[config.mk]
export PLATFORM = sky130hd
export DESIGN_NAME = song_sequencer
export DESIGN_NICKNAME = d
export VERILOG_FILES = /design/src/rtl/song_pkg.sv /design/src/rtl/note_to_divider.sv /design/src/rtl/song_sequencer.sv
export SDC_FILE = /design/constraint.sdc
export NUM_CORES = 1
export LEC_CHECK = 0
export CAP_MARGIN = 20
export CORE_MARGIN = 5
export CORE_UTILIZATION = 30
export DETAILED_ROUTE_END_ITERATION = 6
export DONT_BUFFER_PORTS = 1
export GPL_TIMING_DRIVEN = 0
export HOLD_SLACK_MARGIN = 0.05
export PLACE_DENSITY_LB_ADDON = 0.15
export SLEW_MARGIN = 10
export SYNTH_ARGS = -nofsm -noshare
export SYNTH_HDL_FRONTEND = slang
export SYNTH_HIERARCHICAL = 1
export SYNTH_SLANG_ARGS = --single-unit
[constraint.sdc]
create_clock -name clk -period 3.7 [get_ports clk]
set_input_delay 0.185 -clock clk [delete_from_list [all_inputs] [get_ports clk]]
set_output_delay 0.185 -clock clk [all_outputs]
set_load 0.01 [all_outputs]
[src/rtl/song_pkg.sv]
// Shared types and pitch constants for the song sequencer.
// Pitch table is built from C0-octave frequencies in millihertz.
package song_pkg;

    typedef enum logic [2:0] {
        IDLE,
        FETCH,
        LATCH,
        PLAY,
        ADVANCE,
        DONE
    } state_t;

    localparam int DIV_W = 22;
    localparam logic [7:0] NOTE_REST = 8'd0;

    // C0..B0 equal-tempered frequencies, millihertz
    localparam int unsigned C0_MHZ [12] = '{
        16352, 17324, 18354, 19445, 20602, 21827,
        23125, 24500, 25957, 27500, 29135, 30868
    };

    // Half-period in clocks of semitone 'semi' in octave 0
    function automatic logic [DIV_W-1:0] base_half(
        input longint unsigned clk_hz,
        input int              semi
    );
        longint unsigned num;
        longint unsigned den;
        longint unsigned v;
        num = clk_hz * 64'd1000;
        den = 64'(C0_MHZ[semi]) * 64'd2;
        v   = num / den;
        return v[DIV_W-1:0];
    endfunction

endpackage

[src/rtl/note_to_divider.sv]
// Registered note code to tone half-period lookup.
// Loads on the LATCH cycle so divider is ready for PLAY.
module note_to_divider #(
    parameter int unsigned CLK_HZ       = 100_000_000,
    parameter int unsigned OCTAVE_SHIFT = 2
) (
    input  logic                      clk,
    input  logic                      rst_n,
    input  logic                      load,
    input  logic [7:0]                note,
    output logic [song_pkg::DIV_W-1:0] divider
);
    import song_pkg::*;

    localparam logic [DIV_W-1:0] BASE_HALF [12] = '{
        base_half(CLK_HZ, 0),  base_half(CLK_HZ, 1),
        base_half(CLK_HZ, 2),  base_half(CLK_HZ, 3),
        base_half(CLK_HZ, 4),  base_half(CLK_HZ, 5),
        base_half(CLK_HZ, 6),  base_half(CLK_HZ, 7),
        base_half(CLK_HZ, 8),  base_half(CLK_HZ, 9),
        base_half(CLK_HZ, 10), base_half(CLK_HZ, 11)
    };

    logic [8:0]       e;
    logic [8:0]       semi;
    logic [8:0]       oct;
    logic [DIV_W-1:0] base;

    // Split shifted note into semitone and octave, pick base period
    always_comb begin
        e    = {1'b0, note} + 9'(12 * OCTAVE_SHIFT);
        semi = e % 9'd12;
        oct  = e / 9'd12;
        base = '0;
        for (int i = 0; i < 12; i++) begin
            if (semi == 9'(i)) base = BASE_HALF[i];
        end
    end

    // Capture the octave-shifted divider for the new note
    always_ff @(posedge clk or negedge rst_n) begin
        if (!rst_n) begin
            divider <= '0;
        end else if (load) begin
            divider <= base >> oct;
        end
    end

endmodule

[src/rtl/song_sequencer.sv]
// Song ROM sequencer: steps note slots at a fixed beat and
// renders each note as a square wave on audio_out.
module song_sequencer #(
    parameter int unsigned CLK_HZ       = 100_000_000,
    parameter int unsigned BEAT_CYCLES  = 25_000_000,
    parameter int unsigned GAP_CYCLES   = 2_500_000,
    parameter int unsigned LAST_ADDR    = 254,
    parameter int unsigned LOOP         = 1,
    parameter int unsigned OCTAVE_SHIFT = 2
) (
    input  logic       clk,
    input  logic       rst_n,
    input  logic       play,
    input  logic       restart,
    input  logic [7:0] note,
    output logic [7:0] address,
    output logic       audio_out,
    output logic [7:0] cur_note,
    output logic       busy,
    output logic       done
);
    import song_pkg::*;

    localparam logic [31:0] BEAT_LAST = 32'(BEAT_CYCLES - 1);
    localparam logic [31:0] SOUND_END = 32'(BEAT_CYCLES - GAP_CYCLES);

    state_t           state;
    logic [31:0]      beat_cnt;
    logic [DIV_W-1:0] tone_cnt;
    logic             phase;
    logic [DIV_W-1:0] divider;
    logic             load;
    logic             sound;
    logic             wrap;
    logic             ph_n;
    logic             in_gap;

    assign load = (state == LATCH) && play && !restart;

    note_to_divider #(
        .CLK_HZ       (CLK_HZ),
        .OCTAVE_SHIFT (OCTAVE_SHIFT)
    ) u_div (
        .clk     (clk),
        .rst_n   (rst_n),
        .load    (load),
        .note    (note),
        .divider (divider)
    );

    // Tone toggle and mute decisions for the current PLAY clock
    always_comb begin
        sound  = (cur_note != NOTE_REST) && !cur_note[7]
                 && (divider != '0);
        wrap   = (tone_cnt == divider - DIV_W'(1));
        ph_n   = phase ^ wrap;
        in_gap = (beat_cnt + 32'd1) >= SOUND_END;
    end

    // Slot sequencing FSM with registered outputs
    always_ff @(posedge clk or negedge rst_n) begin
        if (!rst_n) begin
            state     <= IDLE;
            address   <= '0;
            audio_out <= 1'b0;
            cur_note  <= NOTE_REST;
            busy      <= 1'b0;
            done      <= 1'b0;
            beat_cnt  <= '0;
            tone_cnt  <= '0;
            phase     <= 1'b0;
        end else if (restart) begin
            address   <= '0;
            audio_out <= 1'b0;
            cur_note  <= NOTE_REST;
            done      <= 1'b0;
            beat_cnt  <= '0;
            tone_cnt  <= '0;
            phase     <= 1'b0;
            busy      <= play;
            state     <= play ? FETCH : IDLE;
        end else begin
            unique case (state)
                IDLE: begin
                    if (play) begin
                        state <= FETCH;
                        busy  <= 1'b1;
                    end
                end
                DONE: begin
                    audio_out <= 1'b0;
                    done      <= 1'b1;
                end
                default: begin
                    if (!play) begin
                        audio_out <= 1'b0;
                    end else begin
                        unique case (state)
                            FETCH: state <= LATCH;
                            LATCH: begin
                                cur_note  <= note;
                                beat_cnt  <= '0;
                                tone_cnt  <= '0;
                                phase     <= 1'b0;
                                audio_out <= 1'b0;
                                state     <= PLAY;
                            end
                            PLAY: begin
                                beat_cnt  <= beat_cnt + 32'd1;
                                tone_cnt  <= wrap ? '0
                                           : tone_cnt + DIV_W'(1);
                                phase     <= ph_n;
                                audio_out <= ph_n && sound && !in_gap;
                                if (beat_cnt == BEAT_LAST) begin
                                    state <= ADVANCE;
                                end
                            end
                            ADVANCE: begin
                                audio_out <= 1'b0;
                                if (address == 8'(LAST_ADDR)) begin
                                    if (LOOP != 0) begin
                                        address <= '0;
                                        state   <= FETCH;
                                    end else begin
                                        state    <= DONE;
                                        busy     <= 1'b0;
                                        done     <= 1'b1;
                                        cur_note <= NOTE_REST;
                                    end
                                end else begin
                                    address <= address + 8'd1;
                                    state   <= FETCH;
                                end
                            end
                            default: begin
                                state <= IDLE;
                                busy  <= 1'b0;
                            end
                        endcase
                    end
                end
            endcase
        end
    end

endmodule

Yosys cells after proc, flatten, opt, wreduce, memory -nomap -nowiden
Index checks and enable logic that the tools add are counted.
{"block": "word_totals", "output_inout_bits": 19, "in_bits": 12, "word_cells": 124, "register_bits": 99}
{"block": "op_classes", "n_bitwise": 1, "n_addsub": 5, "magnitude_cmp": 1, "n_eq_ne": 25, "n_div": 2, "muxes": 52, "n_reduce_logical": 27, "n_shift": 1}
{"cell": "$mux W22", "count": 16}
{"cell": "$mux W32", "count": 3}
{"cell": "$mux W8", "count": 9}
{"cell": "$pmux W32 S2", "count": 1}
{"cell": "$pmux W22 S2", "count": 1}
{"cell": "$eq A9 B3 Y1 const B", "count": 4}
{"cell": "$eq A9 B4 Y1 const B", "count": 4}
{"cell": "$add A32 B1 Y32 const B", "count": 1}
{"cell": "$eq A32 B25 Y1 const B", "count": 1}
{"cell": "$ge A32 B25 Y1 const B", "count": 1}
{"cell": "$add A22 B1 Y22 const B", "count": 1}
{"cell": "$eq A22 B22 Y1", "count": 1}
{"cell": "$reduce_bool A22 Y1", "count": 1}
{"cell": "$shr A22 B9 Y22", "count": 1}
{"cell": "$sub A22 B1 Y22 const B", "count": 1}
{"cell": "$eq A9 B2 Y1 const B", "count": 2}
{"cell": "$reduce_and A3 Y1", "count": 5}
{"cell": "$mux W1", "count": 12}
{"cell": "$mux W3", "count": 4}
{"cell": "$pmux W3 S4", "count": 1}
{"cell": "$add A8 B5 Y9 const B", "count": 1}
{"cell": "$div A9 B4 Y9 const B", "count": 1}
{"cell": "$eq A9 B1 Y1 const B", "count": 1}
{"cell": "$logic_not A9 Y1", "count": 1}
{"cell": "23 further kinds", "count": 40}

Longest topological paths before layout
Gate-level depths: netlist of the first run.
{"block": "depth", "depth_word": 16, "mapped_depth": 18, "mapped_depth_nobuf": 12}

Modules after synthesis
The synthesis of the first run kept the hierarchy.
{"mod": "song_sequencer", "cells_per_inst": 661, "n_inst": 1, "area_each_um2": 5333.9}
{"mod": "note_to_divider", "cells_per_inst": 615, "n_inst": 1, "area_each_um2": 4399.2}

Worst setup path after synthesis of the first run
OpenSTA, ideal clock, no wires.
{"block": "synth_timing", "path_kind": "input to register", "start": "in note[3]", "end": "reg u_div/divider[8] (netlist bit)", "n_path_buf": 4, "path_slack_ps": -17, "t_arrival_ps": 3581, "path_stages": 16, "cell_sequence": "buf_4 clkinv_1 clkbuf_1 ha_1 buf_4 mux2_2 a221oi_2 o21ai_0 o32a_1 o211a_1 buf_2 o211ai_2 mux2i_1 nor2_2 a2111oi_2 a211oi_2"}
{"block": "synth_via", "elab_chain_cells": 16, "elab_cells_between_ends": 28, "cone_classes": "1 x add/sub; 2 x div; 11 x eq/ne; 1 x shift; 12 x mux; 1 x reduce/logical"}
{"element": "start: declaration", "line_no": "song_sequencer.sv:15", "source": "input logic [7:0] note,"}
{"element": "$add A8 B5 Y9 *", "line_no": "note_to_divider.sv:31", "source": "e = {1'b0, note} + 9'(12 * OCTAVE_SHIFT);"}
{"element": "$mod A9 B4 Y9", "line_no": "note_to_divider.sv:32", "source": "semi = e % 9'd12;"}
{"element": "$logic_not A9 Y1", "line_no": "note_to_divider.sv:36", "source": "if (semi == 9'(i)) base = BASE_HALF[i];"}
{"element": "$mux W22 (12 in a row)", "line_no": "note_to_divider.sv:36"}
{"element": "$shr A22 B9 Y22 *", "line_no": "note_to_divider.sv:45", "source": "divider <= base >> oct;"}
{"element": "end signal: assignment", "line_no": "note_to_divider.sv:45"}
{"element": "end: declaration", "line_no": "note_to_divider.sv:11", "source": "output logic [song_pkg::DIV_W-1:0] divider"}
Every way passes the cells marked *; elsewhere a longest branch is shown, timed or not.
A chain may end at the register's enable or synchronous reset.

Worst setup path after layout of the first run
{"block": "layout_timing", "start": "in note[3]", "end": "reg u_div/divider[5] (netlist bit)"}
Same word-level chain as after synthesis.

==> flow_metrics.env, run 1 <==
export IMPL_synth_cells=1276
export IMPL_crit_chain="buf_4 > inv_8 > buf_6 > ha_2 > buf_4 > and2_1 > mux4_2 > a22oi_4 > clkbuf_4 > nor2_1 > a211oi_2 > a41oi_2 > o31ai_4 > a2bb2oi_1"
export IMPL_hold_viol_final=0
export IMPL_firstDrtPassIters=6
export IMPL_fin_util=0.351
export IMPL_fin_tns_setup_ns=0
export IMPL_synth_edf_count=0
export IMPL_layout_drive_gt1_share=0.140
export IMPL_yosysSeqAreaShare=0.255
export IMPL_final_area_sq_um=11300
export IMPL_slowest_delay_ns=0.55
export IMPL_syn_area_per_cell_sq_um=7.63
export IMPL_ff2ff_setup_slack_ns=0.21
export IMPL_leakage_nw=4.11
export IMPL_slew_violations=0
export IMPL_grt_pass1_vias=10200
export IMPL_antenna_diode_count=0
export IMPL_hp_class="input pin to register"
export IMPL_skew_ns=0.0195
export IMPL_overflow=0
export IMPL_antenna_found_initial=0
export IMPL_cts_clk_slew_worst_paths_ns=0.07
export IMPL_design_die_area_sq_um=36100
export IMPL_die_h_microns=190
export IMPL_path_buf_inv=5
export IMPL_yosysUniqueCellTypes=114
export IMPL_finalPower_mw=4.48
export IMPL_status="finished clean"
export IMPL_drcViolationCount=0
export IMPL_holdPathStages=2
export IMPL_tightest_slew_ns=0.999
export IMPL_async_reset_ff_frac=1.00
export IMPL_nets=1337
export IMPL_ys_ff_latch=99
export IMPL_routedWlPerCell_microns=21.7
export IMPL_core_sq_um=32300
export IMPL_netlist_area_sq_um=9730
export IMPL_area_growth_pct=16.5
export IMPL_clock_path_buffers=2
export IMPL_worstSetupEndpointType="register"
export IMPL_antenna_left=0
export IMPL_setup_worst_path_start_class="input pin"
export IMPL_cts_root_buf="clkbuf_16"
export IMPL_min_period_ns=3.61
export IMPL_drt_total_wl_microns=38300
export IMPL_cts_tree="yes"
export IMPL_period_share=0.977
export IMPL_crit_slowest_cell="mux4_2"
export IMPL_rsz0062_at_grt="yes"
export IMPL_reg2reg_to="audio_out$_DFFE_PN0P_"
export IMPL_crit_path_max_fanout=10
export IMPL_vias=10800
export IMPL_cp_common_cell="buf_4"
export IMPL_hold_end="address[6]$_DFFE_PN0P_"
export IMPL_cp_required_ns=3.93
export IMPL_worstReg2RegStart="u_div/divider[0]$_DFFE_PN0P_"
export IMPL_synthFlopType="dfrtp_1"
export IMPL_start_util=0.301
export IMPL_final_common_cell="nand2_1"
export IMPL_nFillCells=3417
export IMPL_clock_sinks=99
export IMPL_clock_latency_ns=0.36
export IMPL_port_buffers=0
export IMPL_syn_num_nets=1294
export IMPL_h_tree_depth=3
export IMPL_cellPowerDensity_nw_per_um2=395
export IMPL_fp_dieW_microns=190
export IMPL_reg2reg_depth=11
export IMPL_hpwlAfterDp_microns=27600
export IMPL_max_vdd_ir_drop_v=0.000219
export IMPL_ys_warn_count=6
export IMPL_dpl_instance_area_sq_um=10300
export IMPL_cts_made_buffers=9
export IMPL_crit_type="input pin to register"
export IMPL_path_delay_family="compound AO/OA/AOI/OAI gates"
export IMPL_place_gp_congestion=1.01
export IMPL_grt_first_pass_wirelength_microns=59700
export IMPL_drt_iter0_drc=1423
export IMPL_finalSetupViolCount=0
export IMPL_crit_arrival_ns=3.84
export IMPL_relSlewSlack=0.330
export IMPL_clock_fmax_ghz=0.277
export IMPL_grt_use_total=0.205
export IMPL_routed_via_density=6.14
export IMPL_maxCapViolCount=0
export IMPL_io_pins=31
export IMPL_grt_max_degree=100
export IMPL_rows=66
export IMPL_holdCritStartpoint="restart"
export IMPL_final_cell_mix="141 x nand2_1, 108 x o21ai_0, 102 x nor2_1, 99 x dfrtp_1, 79 x a21oi_1"
-- per-layer routing --
| metal | track usage | wire length, microns | vias to the layer above |
|---|---|---|---|
| li1 | - | - | 4961 |
| met2 | 0.315 | 16800 | 568 |
| met3 | 0.0422 | 3320 | 103 |
| met1 | 0.288 | 17000 | 5204 |
| met5 | 0 | 0 | - |
| met4 | 0.0637 | 1120 | 0 |
-- area by class of cell --
cell class	instances	area (sq um)	share of cell area
Clock buffer	9	225	0.0199
Multi-Input combinational cell	1051	7110	0.627
Sequential cell	99	2480	0.218
Tap cell	442	553	0.0488
Clock inverter	7	72.6	0.00640
Timing Repair Buffer	32	298	0.0263
Buffer	102	505	0.0446
Inverter	24	97.6	0.00860
-- cells in the mapped netlist (23+ instances only) --
master / count / share of area
o31ai_1: 23 / 0.018
a21oi_1: 81 / 0.042
and3_1: 24 / 0.015
nand3_1: 57 / 0.029
dfrtp_1: 99 / 0.25
nand2_1: 142 / 0.055
clkbuf_1: 67 / 0.026
xor2_1: 25 / 0.022
nor2_1: 106 / 0.041
nor3_1: 31 / 0.016
xnor2_1: 27 / 0.024
a31oi_1: 33 / 0.021
o21ai_0: 113 / 0.058
-- state kept, by name, indices dropped and copies added, names as in the netlist --
register	flops
u_div/divider	22
cur_note	8
phase	1
state	3
audio_out	1
tone_cnt	22
busy	1
address	8
beat_cnt	32
done	1
-- stage by stage --
stage | setup WS, ns | instances | hold slack (ns)
6_report | 0.0864 | 1766 | 0.187
3_3_place_gp | -1.35 | 1718 | -0.108
3_5_place_dp | -1.31 | 1718 | -0.108
5_1_grt | -0.0564 | 1766 | 0.209
2_1_floorplan | 0.0152 | 1276 | -0.111
4_1_cts | -0.0174 | 1763 | 0.174
-- worst max-delay path by stage --
stage	from	to	slack [ns]	depth (start not counted)
floorplan	note[3]	u_div/divider[8]$_DFFE_PN0P_	0.02	16
global placement	note[3]	u_div/divider[5]$_DFFE_PN0P_	-1.35	16
detailed placement	note[3]	u_div/divider[8]$_DFFE_PN0P_	-1.31	14
CTS	note[3]	u_div/divider[8]$_DFFE_PN0P_	-0.02	16
global route	note[3]	u_div/divider[0]$_DFFE_PN0P_	-0.06	16
finish	note[3]	u_div/divider[5]$_DFFE_PN0P_	0.09	14
-- logic make-up (layout without fill, tap and decap cells) --
logic type / after synthesis / after routing / share of synthesized area
DFF: 99 / 99 / 0.255
and+or+nand+nor: 486 / 486 / 0.253
xor gates and xnor gates: 52 / 52 / 0.0468
buffers and inverters: 126 / 174 / 0.0581
muxes: 22 / 22 / 0.0258
AOI/OAI and AO/OA: 484 / 484 / 0.353
adders and majority gates: 7 / 7 / 0.00874
-- timing repair --
| item | in CTS | in global routing |
|---|---|---|
| buffers inserted | 18 | 3 |
| pin swaps | 10 | 10 |
| endpoints found under the setup margin | 31 | 29 |
| gates cloned | 0 | 0 |
| hold buffers | 11 | 0 |
| gates resized for setup | 51 | 49 |
| hold endpoints to repair | 108 | 0 |
-- where the power goes --
| part | internal, mW | switching [mW] |
|---|---|---|
| registers | 1.16 | 0.143 |
| clock network | 0.477 | 0.483 |
| logic | 0.854 | 1.36 |
Power figures use the tool's default switching activity.
==> run 2, diff against run 1 <==
Settings changed: CORE_ASPECT_RATIO set to 1.5, CORE_UTILIZATION 30 to 60.
==> run 2 against run 1 <==
Die area decreased by 48%. Total power increased by 3.1%. Highest routed layer unchanged. Critical path type unchanged. Routed wire length increased by 6.2%. Hold slack improved by 0.052 ns. Sequential share of layout area increased by 0.67 points. Critical path depth increased by 1. First-iteration DRC count increased by 37%. Non-clock buffer count increased by 1. Cell area decreased by 3.0%. Clock power increased by 14%.
==> flow_metrics.env, run 2 (synthesis results as in run 1) <==
export IMPL_routed_via_density=7.58
export IMPL_pwr_share_clk=0.237
export IMPL_final_cell_mix="141 x nand2_1, 107 x o21ai_0, 103 x nor2_1, 99 x dfrtp_1, 78 x a21oi_1"
export IMPL_drt_iter0_drc=1956
export IMPL_grt_use_total=0.416
export IMPL_core_sq_um=16000
export IMPL_dpl_instance_area_sq_um=9990
export IMPL_crit_path_max_fanout=10
export IMPL_internal_power_mw=2.67
export IMPL_maxCapViolCount=0
export IMPL_grt_first_pass_wirelength_microns=62200
export IMPL_status="finished clean"
export IMPL_finalPower_mw=4.62
export IMPL_vias=11600
export IMPL_io_pins=31
export IMPL_largest_register="beat_cnt"
export IMPL_min_period_ns=3.65
export IMPL_crit_chain="buf_6 > inv_8 > clkbuf_8 > ha_2 > nor2b_1 > o311a_4 > o21ai_1 > o32a_1 > o211ai_1 > buf_4 > nor3_2 > nand2_2 > a311oi_4 > a21oi_1 > o221ai_1"
export IMPL_cellPowerDensity_nw_per_um2=420
export IMPL_h_tree_depth=3
export IMPL_worstSetupEndpointType="register"
export IMPL_worstReg2RegStart="u_div/divider[1]$_DFFE_PN0P_"
export IMPL_swShare=0.422
export IMPL_clock_latency_ns=0.35
export IMPL_crit_start="note[3]"
export IMPL_setup_worst_path_start_class="input pin"
export IMPL_grt_pass1_vias=11300
export IMPL_largest_reg_flops=32
export IMPL_tightest_slew_ns=1.01
export IMPL_fin_util=0.686
export IMPL_fp_dieW_microns=114
export IMPL_cts_root_buf="clkbuf_16"
export IMPL_top_regs="beat_cnt: 32 flops, tone_cnt: 22 flops, u_div/divider: 22 flops"
export IMPL_crit_type="input pin to register"
export IMPL_hp_class="input pin to register"
export IMPL_ff2ff_setup_slack_ns=0.13
export IMPL_power_switching_mw=1.95
export IMPL_holdWs_ns=0.239
export IMPL_setup_ws_ns=0.0536
export IMPL_grt_max_degree=100
export IMPL_design_die_area_sq_um=18900
export IMPL_fin_cells=1531
export IMPL_hpwlAfterDp_microns=28400
export IMPL_p_seq_frac=0.284
export IMPL_placed_cells=1482
export IMPL_place_gp_congestion=1.07
export IMPL_antenna_diode_count=0
export IMPL_clock_sinks=99
export IMPL_reg2reg_to="audio_out$_DFFE_PN0P_"
export IMPL_slew_violations=0
export IMPL_period_share=0.986
export IMPL_hold_viol_final=0
export IMPL_routedWlPerCell_microns=26.5
export IMPL_combPwrFrac=0.479
export IMPL_finalSetupViolCount=0
export IMPL_dp_worst_setup_slack_ns=-1.48
export IMPL_cts_made_buffers=9
export IMPL_final_area_sq_um=11000
export IMPL_clock_path_buffers=2
export IMPL_overflow=0
export IMPL_path_delay_family="compound AO/OA/AOI/OAI gates"
export IMPL_drt_total_wl_microns=40600
export IMPL_slowest_delay_ns=0.49
export IMPL_leakage_nw=4.13
export IMPL_critPathCapture="u_div/divider[12]$_DFFE_PN0P_"
export IMPL_antenna_left=0
export IMPL_relSlewSlack=0.318
export IMPL_crit_arrival_ns=3.90
export IMPL_rows=57
export IMPL_die_h_microns=166
export IMPL_crit_cells=15
export IMPL_skew_ns=0.00868
export IMPL_start_util=0.607
export IMPL_clock_fmax_ghz=0.274
export IMPL_cts_tree="yes"
export IMPL_area_growth_pct=13.1
export IMPL_port_buffers=0
export IMPL_max_vdd_ir_drop_v=0.000327
export IMPL_path_buf_inv=4
export IMPL_fin_tns_setup_ns=0
export IMPL_cp_required_ns=3.96
export IMPL_firstDrtPassIters=6
export IMPL_reg2reg_depth=11
export IMPL_crit_slowest_cell="o21ai_1"
export IMPL_nFillCells=1270
export IMPL_cts_clk_slew_worst_paths_ns=0.07
export IMPL_antenna_found_initial=0
export IMPL_layout_drive_gt1_share=0.136
export IMPL_nets=1338
export IMPL_final_common_cell="nand2_1"
export IMPL_drcViolationCount=0
[run 2: worst min-delay path by stage]
stage,to,slack [ns],from,cells after the start
2_1_floorplan,address[0]$_DFFE_PN0P_,-0.11,rst_n,0
3_3_place_gp,beat_cnt[19]$_DFFE_PN0P_,-0.11,rst_n,0
3_5_place_dp,beat_cnt[20]$_DFFE_PN0P_,-0.11,rst_n,0
4_1_cts,address[6]$_DFFE_PN0P_,0.22,restart,2
5_1_grt,audio_out$_DFFE_PN0P_,0.27,restart,3
6_report,address[6]$_DFFE_PN0P_,0.24,restart,2
[run 2: layer usage]
layer / vias to the layer above / wire length, microns / track usage
met3: 313 / 3420 / 0.0966
met4: 0 / 4140 / 0.331
met2: 888 / 19800 / 0.705
met5: - / 0 / 0
met1: 5436 / 13300 / 0.430
li1: 4966 / - / -
[run 2: worst reg2reg max path, cell delays in order, from the launching register on]
cell and delay, ns:
dfrtp_1 0.47, inv_1 0.10, ha_2 0.23, nor4b_4 0.31, nand3_2 0.18, or3_4 0.45, or3_4 0.40, a2111oi_4 0.35
o2111ai_2 0.23, or3_1 0.35, a21oi_1 0.25, o32a_2 0.20
[run 2: cell type report]
class	count	area, sq um	share of cell area
clock buffers	10	229	0.0208
inverters	24	97.6	0.00887
plain buffers	102	509	0.0463
multi-input cells	1051	7020	0.638
clock inverters	6	113	0.0102
well taps	206	258	0.0234
flip-flops and latches	99	2480	0.225
repair buffers	33	305	0.0277
[run 2: power by group through the flow]
stage / logic [mW] / registers (mW) / clock network (mW)
floorplan: 1.44 / 1.28 / 0
global placement: 1.88 / 1.32 / 0
detailed placement: 1.90 / 1.32 / 0
CTS: 2.03 / 1.30 / 1.09
global route: 2.33 / 1.32 / 1.13
finish: 2.21 / 1.31 / 1.10
[run 2: what timing repair did]
item | 4_1_cts | 5_1_grt
pin swaps | 7 | 9
hold buffers | 11 | 0
buffers inserted | 12 | 10
endpoints found under the setup margin | 31 | 35
gates resized for setup | 36 | 51
hold endpoints to repair | 108 | 0
